--- config.mk ---
export PLATFORM = sky130hd
export DESIGN_NAME = ahb_decode_mux_flat
export DESIGN_NICKNAME = d
export VERILOG_FILES = /design/src/rtl/ahb_pkg.sv /design/src/rtl/ahb_decode_mux_if.sv /design/src/rtl/ahb_default_slave.sv /design/src/rtl/ahb_decode_mux.sv /design/src/flat_wrapper.sv
export SDC_FILE = /design/constraint.sdc
export NUM_CORES = 1
export LEC_CHECK = 0
export ABC_AREA = 1
export BUFFER_PORTS_ARGS = -buffer_cell sky130_fd_sc_hd__buf_2
export CAP_MARGIN = 20
export CORE_AREA = 2 2 98 100
export CTS_CLUSTER_SIZE = 24
export DETAILED_ROUTE_END_ITERATION = 8
export DIE_AREA = 0 0 100 102
export PLACE_DENSITY_LB_ADDON = 0.3
export SYNTH_ARGS = -nofsm -noshare
export SYNTH_HDL_FRONTEND = slang
export SYNTH_HIERARCHICAL = 1
export SYNTH_SLANG_ARGS = --single-unit
--- constraint.sdc ---
create_clock -name clk -period 1.3 [get_ports clk]
set_input_delay 0.195 -clock clk [delete_from_list [all_inputs] [get_ports clk]]
set_output_delay 0.195 -clock clk [all_outputs]
set_load 0.02 [all_outputs]
--- src/rtl/ahb_pkg.sv ---
`default_nettype none
// ============================================================================
//  Module      : ahb_pkg
//  Description : Shared AHB-lite encodings (HTRANS, HRESP) and the state
//                enumeration of the built-in default slave.
//  Revision    : 1.0 - initial release
// ============================================================================
package ahb_pkg;

  localparam logic [1:0] HTRANS_IDLE   = 2'b00;
  localparam logic [1:0] HTRANS_BUSY   = 2'b01;
  localparam logic [1:0] HTRANS_NONSEQ = 2'b10;
  localparam logic [1:0] HTRANS_SEQ    = 2'b11;

  localparam logic [1:0] HRESP_OKAY    = 2'b00;
  localparam logic [1:0] HRESP_ERROR   = 2'b01;

  typedef enum logic [1:0] {
    DS_IDLE = 2'b00,
    DS_ERR1 = 2'b01,
    DS_ERR2 = 2'b10
  } ds_state_e;

  // A transfer carries a data phase only for NONSEQ and SEQ.
  function automatic logic htrans_active(input logic [1:0] t);
    logic r;
    case (t)
      HTRANS_IDLE:   r = 1'b0;
      HTRANS_BUSY:   r = 1'b0;
      HTRANS_NONSEQ: r = 1'b1;
      HTRANS_SEQ:    r = 1'b1;
      default:       r = 1'b0;
    endcase
    return r;
  endfunction

endpackage
`default_nettype wire

--- src/rtl/ahb_decode_mux_if.sv ---
`default_nettype none
// ============================================================================
//  Module      : ahb_decode_mux_if
//  Description : Bus bundle between the AHB-lite master, the decoder/mux and
//                the slaves.
//                Master side : htrans, haddr, hwrite, hwdata -> ;
//                              <- hrdata, hresp, hready, err_cnt
//                Slave side  : hsel_o, haddr_o, hwrite_o, hwdata_o,
//                              hready_o -> ; <- hrdata_s, hresp_s, hready_s
//                Modport 'slave' is the decoder view, 'master' the
//                environment (master + slaves) view.
//  Revision    : 1.0 - initial release
// ============================================================================
interface ahb_decode_mux_if #(
  parameter int NUM_SLAVES = 3,
  parameter int ADDR_W     = 16,
  parameter int DATA_W     = 32
);

  logic [1:0]                 htrans;
  logic [ADDR_W-1:0]          haddr;
  logic                       hwrite;
  logic [DATA_W-1:0]          hwdata;

  logic [NUM_SLAVES-1:0]      hsel_o;
  logic [ADDR_W-1:0]          haddr_o;
  logic                       hwrite_o;
  logic [DATA_W-1:0]          hwdata_o;
  logic                       hready_o;

  logic [NUM_SLAVES*DATA_W-1:0] hrdata_s;
  logic [NUM_SLAVES*2-1:0]      hresp_s;
  logic [NUM_SLAVES-1:0]        hready_s;

  logic [DATA_W-1:0]          hrdata;
  logic [1:0]                 hresp;
  logic                       hready;
  logic [7:0]                 err_cnt;

  modport slave (
    input  htrans, haddr, hwrite, hwdata, hrdata_s, hresp_s, hready_s,
    output hsel_o, haddr_o, hwrite_o, hwdata_o, hready_o,
           hrdata, hresp, hready, err_cnt
  );

  modport master (
    output htrans, haddr, hwrite, hwdata, hrdata_s, hresp_s, hready_s,
    input  hsel_o, haddr_o, hwrite_o, hwdata_o, hready_o,
           hrdata, hresp, hready, err_cnt
  );

endinterface
`default_nettype wire

--- src/rtl/ahb_default_slave.sv ---
`default_nettype none
// ============================================================================
//  Module      : ahb_default_slave
//  Description : Default slave for unmapped regions. Answers every accepted
//                active transfer with the two-cycle AHB ERROR response.
//  Ports       : clk, rst      - clock, synchronous active-high reset
//                accept_i      - active unmapped transfer accepted this edge
//                hready_o      - ready for the unmapped data phase
//                hresp_o       - response for the unmapped data phase
//  Revision    : 1.0 - initial release
// ============================================================================
module ahb_default_slave
  import ahb_pkg::*;
(
  input  wire logic       clk,
  input  wire logic       rst,
  input  wire logic       accept_i,
  output logic            hready_o,
  output logic [1:0]      hresp_o
);

  ds_state_e state_q;
  ds_state_e state_d;

  always_ff @(posedge clk) begin
    if (rst) begin
      state_q <= DS_IDLE;
    end else begin
      state_q <= state_d;
    end
  end

  always_comb begin
    state_d = state_q;
    case (state_q)
      DS_IDLE: if (accept_i) state_d = DS_ERR1;
      DS_ERR1: state_d = DS_ERR2;
      // ERR2 completes with hready high, so a following unmapped transfer
      // may be accepted on the same edge and restarts the sequence.
      DS_ERR2: state_d = accept_i ? DS_ERR1 : DS_IDLE;
      default: state_d = DS_IDLE;
    endcase
  end

  always_comb begin
    hready_o = 1'b1;
    hresp_o  = HRESP_OKAY;
    case (state_q)
      DS_ERR1: begin
        hready_o = 1'b0;
        hresp_o  = HRESP_ERROR;
      end
      DS_ERR2: begin
        hready_o = 1'b1;
        hresp_o  = HRESP_ERROR;
      end
      default: begin
        hready_o = 1'b1;
        hresp_o  = HRESP_OKAY;
      end
    endcase
  end

endmodule
`default_nettype wire

--- src/rtl/ahb_decode_mux.sv ---
`default_nettype none
// ============================================================================
//  Module      : ahb_decode_mux
//  Description : AHB-lite address decoder and read-return multiplexer for one
//                master and NUM_SLAVES slaves, with a built-in default slave
//                for unmapped regions and a saturating ERROR counter.
//  Ports       : clk, rst - clock, synchronous active-high reset
//                bus      - ahb_decode_mux_if.slave (master and slave sides)
//  Revision    : 1.0 - initial release
// ============================================================================
module ahb_decode_mux
  import ahb_pkg::*;
#(
  parameter int NUM_SLAVES = 3,
  parameter int ADDR_W     = 16,
  parameter int DATA_W     = 32,
  parameter int SEL_BITS   = 2
) (
  input  wire logic        clk,
  input  wire logic        rst,
  ahb_decode_mux_if.slave  bus
);

  localparam logic [31:0] C_NUM_SLAVES = NUM_SLAVES;

  // --------------------------------------------------------------------------
  // Address decode
  // --------------------------------------------------------------------------
  logic [SEL_BITS-1:0]   w_idx;
  logic [31:0]           w_idx32;
  logic                  w_mapped;
  logic                  w_active;
  logic [NUM_SLAVES-1:0] w_hsel;

  assign w_idx    = bus.haddr[ADDR_W-1 -: SEL_BITS];
  assign w_idx32  = {{(32-SEL_BITS){1'b0}}, w_idx};
  assign w_mapped = (w_idx32 < C_NUM_SLAVES);
  assign w_active = htrans_active(bus.htrans);

  generate
    for (genvar k = 0; k < NUM_SLAVES; k++) begin : g_sel
      assign w_hsel[k] = ~rst & w_mapped & (w_idx32 == k);
    end
  endgenerate

  assign bus.hsel_o   = w_hsel;
  assign bus.haddr_o  = bus.haddr;
  assign bus.hwrite_o = bus.hwrite;
  assign bus.hwdata_o = bus.hwdata;

  // --------------------------------------------------------------------------
  // Data-phase select register
  // --------------------------------------------------------------------------
  logic [SEL_BITS-1:0] didx_q, didx_d;
  logic                dvalid_q, dvalid_d;
  logic                ddef_q, ddef_d;

  logic                w_hready;
  logic [1:0]          w_hresp;
  logic [DATA_W-1:0]   w_hrdata;

  always_comb begin
    didx_d   = didx_q;
    dvalid_d = dvalid_q;
    ddef_d   = ddef_q;
    if (w_hready) begin
      didx_d   = w_idx;
      dvalid_d = w_active;
      // ddef only marks a real data phase owned by the default slave;
      // idle/busy transfers to unmapped space fall into the dvalid=0 path.
      ddef_d   = w_active & ~w_mapped;
    end
  end

  always_ff @(posedge clk) begin
    if (rst) begin
      didx_q   <= '0;
      dvalid_q <= 1'b0;
      ddef_q   <= 1'b0;
    end else begin
      didx_q   <= didx_d;
      dvalid_q <= dvalid_d;
      ddef_q   <= ddef_d;
    end
  end

  // --------------------------------------------------------------------------
  // Default slave
  // --------------------------------------------------------------------------
  logic       w_ds_accept;
  logic       w_ds_hready;
  logic [1:0] w_ds_hresp;

  assign w_ds_accept = w_hready & w_active & ~w_mapped;

  ahb_default_slave u_default_slave (
    .clk      (clk),
    .rst      (rst),
    .accept_i (w_ds_accept),
    .hready_o (w_ds_hready),
    .hresp_o  (w_ds_hresp)
  );

  // --------------------------------------------------------------------------
  // Return mux
  // --------------------------------------------------------------------------
  always_comb begin
    w_hready = 1'b1;
    w_hresp  = HRESP_OKAY;
    w_hrdata = '0;
    if (ddef_q) begin
      w_hready = w_ds_hready;
      w_hresp  = w_ds_hresp;
    end else if (dvalid_q) begin
      // Compare against each mapped index so an out-of-range didx can never
      // produce an out-of-range slice.
      for (int k = 0; k < NUM_SLAVES; k++) begin
        if (didx_q == SEL_BITS'(k)) begin
          w_hready = bus.hready_s[k];
          w_hresp  = bus.hresp_s[k*2 +: 2];
          w_hrdata = bus.hrdata_s[k*DATA_W +: DATA_W];
        end
      end
    end
  end

  assign bus.hready   = w_hready;
  assign bus.hready_o = w_hready;
  assign bus.hresp    = w_hresp;
  assign bus.hrdata   = w_hrdata;

  // --------------------------------------------------------------------------
  // Saturating ERROR counter: one count per completed ERROR data phase
  // --------------------------------------------------------------------------
  logic [7:0] err_cnt_q, err_cnt_d;

  always_comb begin
    err_cnt_d = err_cnt_q;
    if (w_hready && (w_hresp == HRESP_ERROR) && (err_cnt_q != 8'hFF)) begin
      err_cnt_d = err_cnt_q + 8'd1;
    end
  end

  always_ff @(posedge clk) begin
    if (rst) begin
      err_cnt_q <= 8'd0;
    end else begin
      err_cnt_q <= err_cnt_d;
    end
  end

  assign bus.err_cnt = err_cnt_q;

endmodule
`default_nettype wire

--- src/flat_wrapper.sv ---
// flat-port wrapper written by rule: the top's interface ports become plain ports
module ahb_decode_mux_flat import ahb_pkg::*;
#(
  parameter int NUM_SLAVES = 3,
  parameter int ADDR_W     = 16,
  parameter int DATA_W     = 32,
  parameter int SEL_BITS   = 2
)
  (clk, rst, bus_htrans, bus_haddr, bus_hwrite, bus_hwdata, bus_hrdata_s, bus_hresp_s, bus_hready_s, bus_hsel_o, bus_haddr_o, bus_hwrite_o, bus_hwdata_o, bus_hready_o, bus_hrdata, bus_hresp, bus_hready, bus_err_cnt);
  ahb_decode_mux_if #(.NUM_SLAVES(NUM_SLAVES), .ADDR_W(ADDR_W), .DATA_W(DATA_W)) bus_i ();
  input  wire logic clk;
  input  wire logic rst;
  input wire logic [$bits(bus_i.htrans)-1:0] bus_htrans;
  input wire logic [$bits(bus_i.haddr)-1:0] bus_haddr;
  input wire logic [$bits(bus_i.hwrite)-1:0] bus_hwrite;
  input wire logic [$bits(bus_i.hwdata)-1:0] bus_hwdata;
  input wire logic [$bits(bus_i.hrdata_s)-1:0] bus_hrdata_s;
  input wire logic [$bits(bus_i.hresp_s)-1:0] bus_hresp_s;
  input wire logic [$bits(bus_i.hready_s)-1:0] bus_hready_s;
  output wire logic [$bits(bus_i.hsel_o)-1:0] bus_hsel_o;
  output wire logic [$bits(bus_i.haddr_o)-1:0] bus_haddr_o;
  output wire logic [$bits(bus_i.hwrite_o)-1:0] bus_hwrite_o;
  output wire logic [$bits(bus_i.hwdata_o)-1:0] bus_hwdata_o;
  output wire logic [$bits(bus_i.hready_o)-1:0] bus_hready_o;
  output wire logic [$bits(bus_i.hrdata)-1:0] bus_hrdata;
  output wire logic [$bits(bus_i.hresp)-1:0] bus_hresp;
  output wire logic [$bits(bus_i.hready)-1:0] bus_hready;
  output wire logic [$bits(bus_i.err_cnt)-1:0] bus_err_cnt;
  assign bus_i.htrans = bus_htrans;
  assign bus_i.haddr = bus_haddr;
  assign bus_i.hwrite = bus_hwrite;
  assign bus_i.hwdata = bus_hwdata;
  assign bus_i.hrdata_s = bus_hrdata_s;
  assign bus_i.hresp_s = bus_hresp_s;
  assign bus_i.hready_s = bus_hready_s;
  assign bus_hsel_o = bus_i.hsel_o;
  assign bus_haddr_o = bus_i.haddr_o;
  assign bus_hwrite_o = bus_i.hwrite_o;
  assign bus_hwdata_o = bus_i.hwdata_o;
  assign bus_hready_o = bus_i.hready_o;
  assign bus_hrdata = bus_i.hrdata;
  assign bus_hresp = bus_i.hresp;
  assign bus_hready = bus_i.hready;
  assign bus_err_cnt = bus_i.err_cnt;
  ahb_decode_mux #(.NUM_SLAVES(NUM_SLAVES), .ADDR_W(ADDR_W), .DATA_W(DATA_W), .SEL_BITS(SEL_BITS)) u_core (.clk(clk), .rst(rst), .bus(bus_i));
endmodule
==> results_dict.tcl, run 1 <==
set metrics [dict create \
    wire_per_inst_um 16.0 \
    num_vias 3058 \
    dp_hpwl_mm 6.92 \
    fp.dieH_um 102 \
    finalHoldViolCount 0 \
    cpPeakStageDelay_ps 390 \
    status "finished with violations" \
    muxShareOfSynthArea_pct 0 \
    seq_area_um2 303 \
    cp-end-kind "output pin" \
    postRouteAntennaNets 0 \
    ir_drop_mv 0.365 \
    syn_inst 386 \
    core_um2 9110 \
    swShare_pct 41.6 \
    worstPathRequired_ps 1110 \
    cts_sinks 14 \
    timing.fmax_ghz 0.584 \
    grt_max_degree 31 \
    p_leak_nw 2.41 \
    fin_setup_tns_ps -15570 \
    die_area_um2 10200 \
    rsz0062_at_grt "true" \
    drt-pass1-iter-count 4 \
    drc 0 \
    crit_slowest_cell "dfxtp_4" \
    htree_levels 1 \
    postRouteWirelength_mm 10.4 \
    seq_area_frac_synth_pct 12.8 \
    internal_power_mw 1.48 \
    path_class "reg2out" \
    clk_transition_reported_paths_ps 60 \
    setup_viol 50 \
    place.gp.congestion 0.861 \
    syn_area_per_cell_um2 5.69 \
    std_cell_rows 35 \
    violations "negative setup slack" \
    fin_cells 652 \
    pwr-share-seq_pct 18.3 \
    finalCriticalPeriod_ps 1710 \
    cts-root-buf "clkbuf_8" \
    final_core_util_pct 46.1 \
    multi_input_area_um2 1830 \
    grt_usage_pct 17.8 \
    p_clk_share_pct 14.0 \
    syn2layout_area_growth_pct 91.3 \
    fillers 889 \
    drt-initial-drc-count 67 \
    overflow 0 \
    synth_top_family_by_area "simple AND/OR/NAND/NOR gates" \
    crit_path_cell_trace "inv_6, nor2_4, buf_12, buf_16, nand2_2, nand3_2, nand2_1, inv_1, buf_6" \
    period_share_pct 132 \
    antenna_cells 0 \
    cap_violations 0 \
    drv_slew 0 \
    synth_compound_area_share_pct 6.50 \
    syn_nets 550 \
    dp_slack_ps -152 \
    io_pins 254 \
    yosysWarnings 6 \
    clk_latency_ps 240 \
    setup_ws_ps -414 \
    drive_above_1_share_pct 69.7 \
    holdBufCountCts 0 \
    synthDistinctLibCells 28 \
    ys_ff_latch 14 \
    viasPerCell 4.69 \
    post-place-cells 621 \
    skew_ps 1.58 \
    cts_tree "built" \
    layout.nets 707 \
    crit_path_start_kind "flop" \
    p_switching_mw 1.06 \
    synth-adder-area-share_pct 3.42 \
    path_max_fanout 8 \
    synthXorXnorAreaFrac_pct 2.39 \
    synthSimpleGateAreaFrac_pct 46.1 \
    die_w_um 100 \
    antenna_found_initial 1 \
    start_util_pct 24.1 \
    hp-class "in2reg" \
    syn_area_um2 2190 \
    numCtsBuffers 3 \
    first_global_vias 2879 \
    cts.path.max_buffers 2 \
    portBuffers 158 \
    powerDensity_nw_per_um2 604 \
    grt_pass1_wl_mm 14.4 \
    combPwrFrac_pct 67.7 \
    crit_arrival_ps 1520 \
]
## worst max-delay path, delay by kind of cell, from the launching register on
kind	cells	cell delay, ps
buffers and inverters	5	520
flip-flops	1	390
AND/OR/NAND/NOR	4	350
## area by class of cell
cell class                 instances  area share [%]
clock buffer                       3           0.984
inverter                          50            4.71
multi-input combinational        259            43.7
sequential                        14            7.21
tap                              111            3.31
timing repair buffer             215            40.1
## cell families (layout without fill, tap and decap cells)
kind of cell,count (synthesis),in the layout
buffers and inverters,115,268
xor gates and xnor gates,6,6
adders and majority gates,6,6
other,1,1
AOI/OAI and AO/OA,19,19
and+or+nand+nor,225,227
DFF,14,14
## placed cells by master, fill, tap and decap left out
master,n
dfxtp_2,6
nand2_2,38
nand3_2,41
nand2_4,22
inv_2,17
a21oi_2,11
nand2_1,97
buf_4,34
clkbuf_16,2
o211ai_1,1
xor2_1,2
dfxtp_1,4
nand2_8,1
nand4_1,2
nor3b_1,1
ha_2,1
clkbuf_8,3
buf_2,122
o21ai_1,1
ha_1,3
buf_16,5
dfxtp_4,4
inv_1,31
ha_4,2
nor2_4,7
a21oi_1,1
nor2_8,2
o21ai_2,2
buf_12,5
nor2_1,3
nor3_1,2
o21ai_4,2
xnor2_1,4
conb_1,1
a21oi_4,1
buf_6,47
nand3_1,11
inv_6,2
## final timing paths
| path | slack, ps | cells after the start | to | startpoint |
|---|---|---|---|---|
| setup reg to reg | -310 | 12 | u_core/u_default_slave/state_q[1]$_SDFFE_PP0P_ | u_core/didx_q[1]$_SDFFE_PP0P_ |
| hold reg to reg | 500 | 2 | u_core/bus.err_cnt[2]$_SDFFE_PP0P_ | u_core/bus.err_cnt[2]$_SDFFE_PP0P_ |
| hold / removal | 210 | 3 | u_core/dvalid_q$_SDFFE_PP0P_ | bus_htrans[1] |
| setup / recovery | -410 | 9 | bus_hrdata[15] | u_core/didx_q[0]$_SDFFE_PP0P_ |
## stage by stage
stage	power (mW)	hold WS, ps	instance area [um2]
4_1_cts	2.26	211	3720
2_1_floorplan	1.29	250	2260
5_1_grt	2.70	224	4200
6_report	2.54	213	4200
3_3_place_gp	1.51	390	3000
3_5_place_dp	1.52	390	3000
## power by group through the flow
stage | sequential [mW] | clock [mW] | combinational [mW]
global placement | 0.471 | 0 | 1.04
detailed placement | 0.471 | 0 | 1.05
floorplan | 0.471 | 0 | 0.820
CTS | 0.463 | 0.367 | 1.43
finish | 0.464 | 0.355 | 1.72
global route | 0.467 | 0.388 | 1.84
## cells in the mapped netlist, drive strengths merged
cell type  instances  area share, %
clkbuf             7            1.2
xnor2              4            1.6
a21oi             13            4.5
inv               50            8.6
ha                 6            3.4
xor2               2           0.80
nand4              2           0.57
dfxtp             14             13
nor2              10            3.9
nor3b              1           0.34
o211ai             1           0.34
o21ai              5            1.7
nand3             52             12
conb               1           0.17
buf               58             19
nand2            158             29
nor3               2           0.46
## layer usage
metal  GRT usage [%]  routed length (um)  vias up
li1                -                   -     1450
met1            20.3                3850     1413
met2            30.8                5240      179
met3            8.69                1170       16
met4            3.16                 141        0
met5               0                   0        -
## flip-flops by register name, indices dropped and copies added (netlist names)
signal                          flops
u_core/ddef_q                       1
u_core/didx_q                       2
u_core/bus.err_cnt                  8
u_core/dvalid_q                     1
u_core/u_default_slave/state_q      2
## what timing repair did
| item | CTS | global route |
|---|---|---|
| pin swaps | 30 | 36 |
| gates cloned | 7 | 3 |
| buffers inserted | 12 | 6 |
| setup endpoints to repair | 50 | 50 |
| resized for setup | 130 | 105 |
Note: power is estimated with default switching activity, not from simulation.
==> run 2, diff against run 1 <==
CORE_AREA = 2 2 99 101   (was 2 2 98 100)
DIE_AREA = 0 0 101 103   (was 0 0 100 102)
PLACE_DENSITY_LB_ADDON = 0.2   (was 0.3)
clock period = 1.6 ns   (was 1.3 ns; I/O delays follow)
==> results_dict.tcl, run 2 (synthesis gave the netlist of run 1 again) <==
set metrics [dict create \
    status "finished with violations" \
    violations "negative setup slack" \
    placed_area_um2 2840 \
    r2r-start "u_core/didx_q[1]$_SDFFE_PP0P_" \
    rrSetupSlack_ps 20 \
    powerDensity_nw_per_um2 517 \
    skew_ps 3.86 \
    setup_viol 35 \
    drc 0 \
    die_w_um 101 \
    cts.path.max_buffers 2 \
    start_util_pct 23.2 \
    clk_transition_reported_paths_ps 60 \
    finalHoldViolCount 0 \
    drt-initial-drc-count 54 \
    path_class "reg2out" \
    worstPathRequired_ps 1360 \
    core_um2 9460 \
    path_max_fanout 8 \
    cpPeakStageDelay_ps 380 \
    grt_usage_pct 15.5 \
    viasPerCell 4.54 \
    antenna_found_initial 1 \
    rsz0062_at_grt "true" \
    timing.fmax_ghz 0.595 \
    layout_commonest_cell "buf_2" \
    final_cell_mix "buf_2, nand2_1, buf_6" \
    clk_latency_ps 250 \
    cap_violations 0 \
    dp_hpwl_mm 6.33 \
    overflow 0 \
    first_global_vias 2586 \
    setup_ws_ps -80.2 \
    crit_path_start_kind "flop" \
    crit_path_cell_trace "nor2_4, buf_12, clkbuf_16, nand2_2, nand3_2, nand2_1, inv_1, buf_6" \
    dp_slack_ps 8.01 \
    postRouteAntennaNets 0 \
    numCtsBuffers 3 \
    post-place-cells 608 \
    num_vias 2885 \
    ff2ff_path_depth 11 \
    cts_tree "built" \
    io_pins 254 \
    layout.nets 686 \
    period_share_pct 105 \
    drive_above_1_share_pct 58.7 \
    cp-end-kind "output pin" \
    ir_drop_mv 0.322 \
    hp-class "in2reg" \
    drv_slew 0 \
    grt_max_degree 25 \
    grt_pass1_wl_mm 12.8 \
    drt-pass1-iter-count 6 \
    crit_start "u_core/didx_q[1]$_SDFFE_PP0P_" \
    r2r-end "u_core/bus.err_cnt[1]$_SDFFE_PP0P_" \
    fin_cells 636 \
    holdBufCountCts 0 \
    portBuffers 158 \
    finalCriticalPeriod_ps 1680 \
    syn2layout_area_growth_pct 72.5 \
    postRouteWirelength_mm 9.38 \
    fin_setup_tns_ps -1670 \
    largest_reg_flops 8 \
    fillers 1008 \
    place.gp.congestion 0.789 \
    die_area_um2 10400 \
    cts-root-buf "clkbuf_8" \
    htree_levels 1 \
    fp.dieH_um 103 \
    wire_per_inst_um 14.7 \
    design_area_um2 3790 \
    finalPower_mw 1.96 \
    p_leak_nw 2.18 \
    cts_sinks 14 \
    std_cell_rows 36 \
    crit_arrival_ps 1440 \
    crit_slowest_cell "dfxtp_4" \
    critPathCapture "bus_hrdata[24]" \
]
==> run 2: cell types whose count changed in the layout (fill, tap and decap cells not counted), sizes merged <==
cell | previous run | this run
clkbuf | 5 | 6
diode | 0 | 1
buf | 213 | 192
==> run 2: timing repair <==
action | CTS | global route
pin swaps | 15 | 22
resized for setup | 125 | 58
buffers inserted | 12 | 3
setup endpoints to repair | 44 | 49
cloned | 7 | 2
==> run 2: critical path: cells and delay by family (launching register included) <==
kind	cells	cell delay, ps
buf+inv	4	490
simple gates	4	320
flops	1	380
==> run 2: per-stage QoR <==
| step | utilization (%) | hold WS (ps) |
|---|---|---|
| final | 40.0 | 242 |
| after global routing | 40.0 | 274 |
| after CTS | 37.5 | 239 |
| after detailed placement | 30.1 | 480 |
| after global placement | 30.1 | 480 |
| after floorplan | - | 302 |
==> run 2: worst min-delay path by stage <==
stage,start,end,cells past startpoint
finish,bus_htrans[1],u_core/dvalid_q$_SDFFE_PP0P_,3
CTS,bus_htrans[1],u_core/dvalid_q$_SDFFE_PP0P_,3
detailed placement,bus_hwdata[11],bus_hwdata_o[11],0
global placement,bus_hwdata[11],bus_hwdata_o[11],0
floorplan,rst,u_core/u_default_slave/state_q[0]$_SDFFE_PP0P_,1
global route,bus_htrans[1],u_core/dvalid_q$_SDFFE_PP0P_,3
==> run 2: final cells by class <==
type,instances,area (um2),share of cell area [%]
tap,114,143,3.77
inverter,50,198,5.22
antenna,1,2.50,0.0661
sequential,14,290,7.67
multi-input combinational,259,1590,42.0
clock buffer,4,55.1,1.45
timing repair buffer,194,1510,39.8
==> run 2: where the power goes <==
group | internal [mW] | switching [mW]
Clock | 0.218 | 0.129
Sequential | 0.361 | 0.0160
Combinational | 0.595 | 0.640
Total | 1.17 | 0.784
==> run 2: metal layers <==
| layer | part of all wire, % | vias to the layer above | GRT usage [%] |
|---|---|---|---|
| li1 | - | 1406 | - |
| met1 | 41 | 1317 | 18.1 |
| met2 | 47 | 154 | 26.6 |
| met3 | 12 | 8 | 6.85 |
| met4 | 1.2 | 0 | 3.22 |
| met5 | 0 | - | 0 |
